### src/rtl/mult_pkg.sv
// Shared types and constants for the iterative shift-add multiplier.
package mult_pkg;

  typedef enum logic [1:0] {
    IDLE,
    RUN,
    FIX
  } mult_state_t;

  localparam int unsigned MULT_STEPS = 32;
  localparam int unsigned MULT_CNT_W = 6;

endpackage

### src/rtl/mult_datapath.sv
// Combinational radix-2 shift-add step on {carry, P, M} and the final
// sign fix-up of the accumulated magnitude product.
module mult_datapath
  import mult_pkg::*;
#(
  parameter int unsigned WIDTH = 32
) (
  input  logic [WIDTH-1:0]   a_i,
  input  logic [WIDTH-1:0]   p_i,
  input  logic [WIDTH-1:0]   m_i,
  input  logic               neg_i,
  output logic [WIDTH-1:0]   p_o,
  output logic [WIDTH-1:0]   m_o,
  output logic [2*WIDTH-1:0] prod_o
);

  logic [WIDTH:0]     sum;
  logic [2*WIDTH-1:0] acc;

  always_comb begin
    sum    = {1'b0, p_i} + (m_i[0] ? {1'b0, a_i} : '0);
    // carry moves into P's MSB, P's LSB into M's MSB
    p_o    = sum[WIDTH:1];
    m_o    = {sum[0], m_i[WIDTH-1:1]};
    acc    = {p_i, m_i};
    prod_o = neg_i ? (~acc + (2*WIDTH)'(1)) : acc;
  end

endmodule

### src/rtl/mult_unit.sv
// Iterative 32x32 signed/unsigned multiplier with architectural HI/LO,
// committing 33 cycles after start and accepting mthi/mtlo writes.
module mult_unit
  import mult_pkg::*;
#(
  parameter int unsigned WIDTH = 32
) (
  input  logic             clk,
  input  logic             reset,
  input  logic             start_multE,
  input  logic             signedE,
  input  logic [WIDTH-1:0] srcaE,
  input  logic [WIDTH-1:0] srcbE,
  input  logic             mthiW,
  input  logic             mtloW,
  input  logic [WIDTH-1:0] wdataW,
  output logic [WIDTH-1:0] hi,
  output logic [WIDTH-1:0] lo,
  output logic             busy,
  output logic             done
);

  mult_state_t           state_q;
  logic [MULT_CNT_W-1:0] cnt_q;
  logic [WIDTH-1:0]      a_q, p_q, m_q, hi_q, lo_q;
  logic                  neg_q, busy_q, done_q;

  logic [WIDTH-1:0]      a_mag_d, b_mag_d, p_d, m_d;
  logic                  neg_d;
  logic [2*WIDTH-1:0]    prod_d;

  // Operand magnitudes; the most negative value maps to itself as unsigned.
  always_comb begin
    a_mag_d = (signedE && srcaE[WIDTH-1]) ? (~srcaE + WIDTH'(1)) : srcaE;
    b_mag_d = (signedE && srcbE[WIDTH-1]) ? (~srcbE + WIDTH'(1)) : srcbE;
    neg_d   = signedE & (srcaE[WIDTH-1] ^ srcbE[WIDTH-1]);
  end

  mult_datapath #(.WIDTH(WIDTH)) u_datapath (
    .a_i    (a_q),
    .p_i    (p_q),
    .m_i    (m_q),
    .neg_i  (neg_q),
    .p_o    (p_d),
    .m_o    (m_d),
    .prod_o (prod_d)
  );

  always_ff @(posedge clk or posedge reset) begin
    if (reset) begin
      state_q <= IDLE;
      cnt_q   <= '0;
      a_q     <= '0;
      p_q     <= '0;
      m_q     <= '0;
      neg_q   <= 1'b0;
      hi_q    <= '0;
      lo_q    <= '0;
      busy_q  <= 1'b0;
      done_q  <= 1'b0;
    end else begin
      done_q <= 1'b0;
      if (mthiW) hi_q <= wdataW;
      if (mtloW) lo_q <= wdataW;
      // A start in any state (re)launches; an aborted op never commits.
      if (start_multE) begin
        a_q     <= a_mag_d;
        p_q     <= '0;
        m_q     <= b_mag_d;
        neg_q   <= neg_d;
        cnt_q   <= '0;
        state_q <= RUN;
        busy_q  <= 1'b1;
      end else begin
        case (state_q)
          RUN: begin
            p_q   <= p_d;
            m_q   <= m_d;
            cnt_q <= cnt_q + MULT_CNT_W'(1);
            if (cnt_q == MULT_CNT_W'(MULT_STEPS - 1)) state_q <= FIX;
          end
          FIX: begin
            // Placed after the mt writes so the commit wins a collision.
            hi_q    <= prod_d[2*WIDTH-1:WIDTH];
            lo_q    <= prod_d[WIDTH-1:0];
            state_q <= IDLE;
            busy_q  <= 1'b0;
            done_q  <= 1'b1;
          end
          default: ;
        endcase
      end
    end
  end

  assign hi   = hi_q;
  assign lo   = lo_q;
  assign busy = busy_q;
  assign done = done_q;

endmodule

### config.mk
export PLATFORM = sky130hd
export DESIGN_NAME = mult_unit
export DESIGN_NICKNAME = d
export VERILOG_FILES = /design/src/rtl/mult_pkg.sv /design/src/rtl/mult_datapath.sv /design/src/rtl/mult_unit.sv
export SDC_FILE = /design/constraint.sdc
export NUM_CORES = 1
export LEC_CHECK = 0
export ABC_AREA = 1
export CORE_MARGIN = 10
export CORE_UTILIZATION = 55
export DETAILED_ROUTE_END_ITERATION = 10
export GPL_TIMING_DRIVEN = 1
export MAX_ROUTING_LAYER = met4
export PLACE_DENSITY = 0.82
export SYNTH_ARGS = -nofsm -noshare
export SYNTH_HDL_FRONTEND = slang
export SYNTH_SLANG_ARGS = --single-unit
### constraint.sdc
create_clock -name clk -period 9.9 [get_ports clk]
set_input_delay 2.97 -clock clk [delete_from_list [all_inputs] [get_ports clk]]
set_output_delay 2.97 -clock clk [all_outputs]
set_load 0.01 [all_outputs]
==> out/summary.txt, run 1 <==
Max Slew Vio Count - 0
FF-to-FF End - p_q[21]
Max Cap Violations - 0
DR WL/cell - 17.9 um
Hold Vio Cnt, Final - 0
syn nets - 2506
crit path from - start_multE
chip width - 180 um
DIE AREA - 32500 sq um
Layout Nets - 2632
drt initial violations - 1760
pwr dens - 140 nW/um^2
Clock transition at path regs - 0.07 ns
PostCTS Resize Cnt - 0
initial core utilization - 0.559
maximum root-to-sink buffer count - 2
number of port buffers - 167
most area-consuming cells after synthesis - dfrtp_1 30%, nand2_1 26%, inv_1 7.5%, nand3_1 7.1%, nor2_1 6.6%
sw frac - 0.403
register area share after synthesis - 0.303
Antenna diodes - 0
Tot Pwr - 2.32 mW
Top delay family on crit path - buffers and inverters
status - completed
core area - 25300 sq um
Clk pwr share - 0.290
worst-skew pair later-pin latency - 0.45 ns
ys async rst share - 1.00
Placed Instance Area - 16000 sq um
All-Layer GR Usage - 0.311
reg2reg start - m_q[0]
drc violations - 0
std cell rows - 58
Post-CTS Hold Buffers - 0
worst-margin pin slew - 1.09 ns
Max VDD drop - 0.000101 V
unrepaired setup endpoints after global routing - false
number of cells on the critical path - 9
DP Worst Slack - 3.72 ns
DPL Wire Length - 40.1 mm
sequence of cells on the critical path - buf_2 > buf_4 > inv_2 > nand2_2 > buf_4 > inv_1 > buf_4 > o211ai_1 > o21ai_0
Hold Slack - 0.487 ns
CP endpoint kind - register
CP Launch Type - primary input
worst clock skew - 0.0189 ns
Mapped Area - 14100 sq um
# setup viols final - 0
worst path buffer plus inverter count - 6
die height - 180 um
CTS tree - yes
Slew HR - 0.270
Setup Total Neg Slack - 0 ns
final WL - 50.7 mm
post-DR vias/cell - 5.57
num ports - 168
CTS buffer count - 17
reg-to-reg slack, setup - 6.87 ns
crit-path most repeated cell - buf_4
WS Path Type - in2reg
crit path capture - lo[1]
DR pass1 iterations - 6
slowest stage cell, crit path - buf_4
Syn Inst Count - 2367
synthesized area per cell - 5.97 sq um
Period minus WS final - 5.82 ns
H-tree depth - 4
Cell variety after synth - 47
global-route wire length before repair - 80.0 mm
Synth Register Bits - 171
initial antenna violation count - 0
postcts setup bufs - 0
combinational share of power - 0.334
clock sink total - 171
clock root cell - clkbuf_16
Worst Path Max Fanout - 73
hold crit path type - reg2reg
Static Leak - 8.72 nW
largest net degree at the start of global routing - 103
period utilisation layout - 0.588
EDFF count, synth - 0
R2R cell count - 18
max incr delay on CP - 0.57 ns
cell area after layout - 16500 sq um
Pint - 1.38 mW
top cell type's share of synthesized area - 0.303
final worst slack - 4.08 ns
Worst Hold Depth - 2
Post-DRT Antenna Nets - 0
area leader, netlist - dfrtp_1
Flop pwr share - 0.376
Required @ worst endpoint - 10.21 ns
sw power - 934 uW
share of post-route cells with drive strength above 1 - 0.0383
RD Place Congestion - 1.02
vias in the first global route - 14797
top_reg_cell synth - dfrtp_1
detailed-route via count - 15806
Critical Path AT - 6.13 ns
Layout area overhead - 17.0%
synth warn - 0
GRT Residual Overflow - 0
max frequency - 172 MHz
-- cell usage after synthesis (all sizes together), types with 7 or more instances --
cell,number
nand3b,7
xor2,41
clkbuf,37
buf,32
mux2i,9
nor2,268
o21bai,10
inv,290
o21ai,113
o211ai,9
a21oi,47
nand4,21
ha,36
dfrtp,171
o221ai,7
nand3,204
nor3,18
nand2,999
o22ai,15
-- stage by stage --
stage	utilization	cells
detailed placement	0.632	2804
global route	0.655	2836
global placement	0.632	2804
finish	0.655	2836
floorplan	-	2367
CTS	0.655	2836
-- power groups by stage --
stage / combinational, mW / clock [mW] / sequential [mW]
after floorplan: 0.487 / 0 / 0.853
after global placement: 0.748 / 0 / 0.875
after detailed placement: 0.755 / 0 / 0.878
after CTS: 0.760 / 0.671 / 0.865
after global routing: 0.862 / 0.701 / 0.877
final: 0.774 / 0.672 / 0.870
-- sequential cells by signal, summed over array words and instances (netlist names) --
register and flops:
state_q 2, p_q 32, m_q 32, cnt_q 6
neg_q 1, busy 1, a_q 32, lo 32
done 1, hi 32
-- layer usage --
metal	track usage	routed length [um]	vias to the layer above
met1	0.412	22500	7213
met4	0.138	2270	0
met2	0.456	21500	817
li1	-	-	7666
met5	-	0	-
met3	0.0548	4490	110
-- cells in the final DEF (no fill, tap or decap), types with 5 or more instances in the layout --
cell / instances
nand2_2: 13
o211ai_1: 9
inv_8: 5
nor3_1: 16
nor4_1: 5
a21oi_1: 47
xor2_1: 41
buf_4: 9
nand3b_1: 7
o21ai_0: 99
o221ai_1: 7
inv_2: 8
nand4_1: 21
nand2_1: 985
nor2_4: 7
nor2_2: 12
inv_1: 281
a31oi_1: 5
o21bai_1: 10
nand3_1: 200
o22ai_1: 15
o21ai_1: 11
clkdlybuf4s50_1: 166
clkbuf_16: 17
mux2i_1: 9
ha_1: 36
nor2_1: 249
dfrtp_1: 171
-- worst min-delay path by stage --
| stage | start | end | slack, ns |
|---|---|---|---|
| final | a_q[12] | a_q[12] | 0.49 |
| after global routing | a_q[6] | a_q[6] | 0.51 |
| after CTS | a_q[30] | a_q[30] | 0.49 |
| after detailed placement | a_q[30] | a_q[30] | 0.47 |
| after global placement | a_q[15] | a_q[15] | 0.46 |
| after floorplan | a_q[28] | a_q[28] | 0.45 |
-- cell type report --
cell class | count | area, sq um
clock buffers | 18 | 429
clock inverters | 14 | 134
fillers | 2371 | 8720
inverters | 293 | 1100
multi-input cells | 1834 | 8440
flip-flops and latches | 171 | 4280
well taps | 330 | 413
repair buffers | 176 | 1730
-- tightest hold or removal path, stage by stage (launching register included) --
cell	delay, ns
dfrtp_1	0.34
nand2_1	0.05
o21ai_0	0.06
-- cell families after synthesis --
family                     after synthesis  share of synthesized area
muxes                                    9                    0.00638
buffers and inverters                  362                      0.100
adders and majority gates               37                     0.0333
xor gates and xnor gates                42                     0.0260
DFF                                    171                      0.303
AOI/OAI and AO/OA                      215                     0.0862
and+or+nand+nor                       1531                      0.445
No activity file was read; power rests on OpenSTA's default activity.
==> inputs of run 2 (changes only) <==
==> constraint.sdc (replaced) <==
create_clock -name clk -period 5.45 [get_ports clk]
set_input_delay 1.635 -clock clk [delete_from_list [all_inputs] [get_ports clk]]
set_output_delay 1.635 -clock clk [all_outputs]
set_load 0.01 [all_outputs]
==> out/summary.txt, run 2 (synthesized netlist as in run 1, its figures left out) <==
DIE AREA - 32500 sq um (unchanged)
max incr delay on CP - 0.58 ns (was 0.57 ns)
Layout Nets - 2635 (was 2632)
CP Launch Type - primary input (unchanged)
period utilisation layout - 0.661
Hold Vio Cnt, Final - 0 (unchanged)
# setup viols final - 0 (unchanged)
final WL - 49.9 mm (was 50.7 mm)
CTS buffer count - 17 (unchanged)
pwr dens - 257 nW/um^2 (was 140 nW/um^2)
Max VDD drop - 0.000207 V (was 0.000101 V)
Post-CTS Hold Buffers - 0 (unchanged)
GRT Residual Overflow - 0 (unchanged)
DR WL/cell - 17.6 um (was 17.9 um)
post-DR vias/cell - 5.55 (was 5.57)
worst clock skew - 0.0190 ns (was 0.0189 ns)
WS Path Type - in2reg (unchanged)
worst-margin pin slew - 1.01 ns (was 1.09 ns)
largest net degree at the start of global routing - 172 (was 103)
initial core utilization - 0.559 (unchanged)
unrepaired setup endpoints after global routing - false (unchanged)
crit-path most repeated cell - nand2_1 (was buf_4)
status - completed (unchanged)
postcts setup bufs - 0 (unchanged)
clock sink total - 171 (unchanged)
PostCTS Resize Cnt - 0 (unchanged)
drc violations - 0 (unchanged)
Period minus WS final - 3.60 ns
Slew HR - 0.325 (was 0.270)
detailed-route via count - 15748 (was 15806)
Tot Pwr - 4.27 mW (was 2.32 mW)
CP endpoint kind - register (unchanged)
number of port buffers - 167 (unchanged)
Required @ worst endpoint - 5.77 ns (was 10.21 ns)
DPL Wire Length - 39.3 mm (was 40.1 mm)
drt initial violations - 1750 (was 1760)
maximum root-to-sink buffer count - 2 (unchanged)
worst-skew pair later-pin latency - 0.44 ns (was 0.45 ns)
Layout area overhead - 17.6% (was 17.0%)
DR pass1 iterations - 8 (was 6)
Max Cap Violations - 0 (unchanged)
vias in the first global route - 14695 (was 14797)
hold crit path type - reg2reg (unchanged)
max frequency - 278 MHz
Antenna diodes - 0 (unchanged)
initial antenna violation count - 0 (unchanged)
share of post-route cells with drive strength above 1 - 0.0395 (was 0.0383)
CTS tree - yes (unchanged)
Static Leak - 8.77 nW (was 8.72 nW)
Worst Path Max Fanout - 25 (was 73)
core area - 25300 sq um (unchanged)
Setup Total Neg Slack - 0 ns (unchanged)
slowest stage cell, crit path - clkdlybuf4s50_1 (was buf_4)
most common cell after layout, fill and taps aside - nand2_1 (unchanged)
Clock transition at path regs - 0.07 ns (about the same)
chip width - 180 um (unchanged)
All-Layer GR Usage - 0.308 (was 0.311)
die height - 180 um (unchanged)
RD Place Congestion - 1.04 (was 1.02)
Post-DRT Antenna Nets - 0 (unchanged)
Critical Path AT - 3.92 ns (was 6.13 ns)
num ports - 168 (unchanged)
clock root cell - clkbuf_16 (unchanged)
most frequent cells in the layout - 985 x nand2_1, 281 x inv_1, 249 x nor2_1 (unchanged)
std cell rows - 58 (unchanged)
global-route wire length before repair - 79.0 mm (was 80.0 mm)
sequence of cells on the critical path - clkdlybuf4s50_1 > nand2_1 > inv_1 > buf_4 > o21ai_0 > nand3_1 > nand2_1 > nand3_1 > nand2_1 (was buf_2 > buf_4 > inv_2 > nand2_2 > buf_4 > inv_1 > buf_4 > o211ai_1 > o21ai_0)
H-tree depth - 4 (unchanged)
Max Slew Vio Count - 0 (unchanged)
==> run 2: changes by cell type in the layout (fill, tap and decap cells not counted) <==
cell / previous run / this run
bufinv_16: 0 / 3
clkbuf_1: 1 / 0
buf_12: 0 / 1
inv_6: 2 / 5
clkinv_2: 1 / 2
buf_4: 9 / 11
nor2_4: 7 / 6
inv_8: 5 / 0
nor2_2: 12 / 13
clkinvlp_4: 4 / 2
==> run 2: path summary, 6_finish.rpt <==
path / slack (ns) / start / endpoint / depth (start not counted)
worst max-delay path: 1.85 / signedE / m_q[26] / 9
worst min-delay path: 0.49 / a_q[22] / a_q[22] / 2
worst max register to register: 2.25 / m_q[0] / p_q[29] / 18
worst min register to register: 0.49 / a_q[22] / a_q[22] / 2
max in group asynchronous: 2.92 / reset / p_q[23] / 3
min in group asynchronous: 1.79 / reset / lo[2] / 3
==> run 2: critical path, delay by kind of cell <==
kind            cells  cell delay, ns
buf+inv             3            1.38
simple gates        5            0.70
compound gates      1            0.20
==> run 2: layout make-up <==
type / count / area, sq um
inverter: 293 / 1100
clock inverter: 14 / 185
fill: 2347 / 8650
sequential: 171 / 4280
multi-input combinational: 1834 / 8430
tap: 330 / 413
clock buffer: 17 / 425
timing repair buffer: 179 / 1770
==> run 2: metal layers <==
layer / vias up / part of all wire / track usage
li1: 7691 / - / -
met5: - / 0 / -
met1: 7146 / 0.43 / 0.407
met3: 100 / 0.10 / 0.0598
met2: 811 / 0.42 / 0.451
met4: 0 / 0.040 / 0.130
==> run 2: stage by stage <==
step / hold WS (ns) / cell area [sq um] / cells / util / worst slack, ns
3_5_place_dp: 0.468 / 16000 / 2807 / 0.633 / 1.46
6_report: 0.487 / 16600 / 2838 / 0.658 / 1.85
4_1_cts: 0.489 / 16600 / 2838 / 0.658 / 1.92
2_1_floorplan: 0.449 / 14100 / 2367 / - / 1.63
3_3_place_gp: 0.463 / 16000 / 2807 / 0.633 / 1.53
5_1_grt: 0.501 / 16600 / 2838 / 0.658 / 1.66
==> run 2: where the power goes <==
part           switching, mW  internal, mW
registers              0.179          1.40
logic                  0.879         0.503
clock network          0.579         0.731
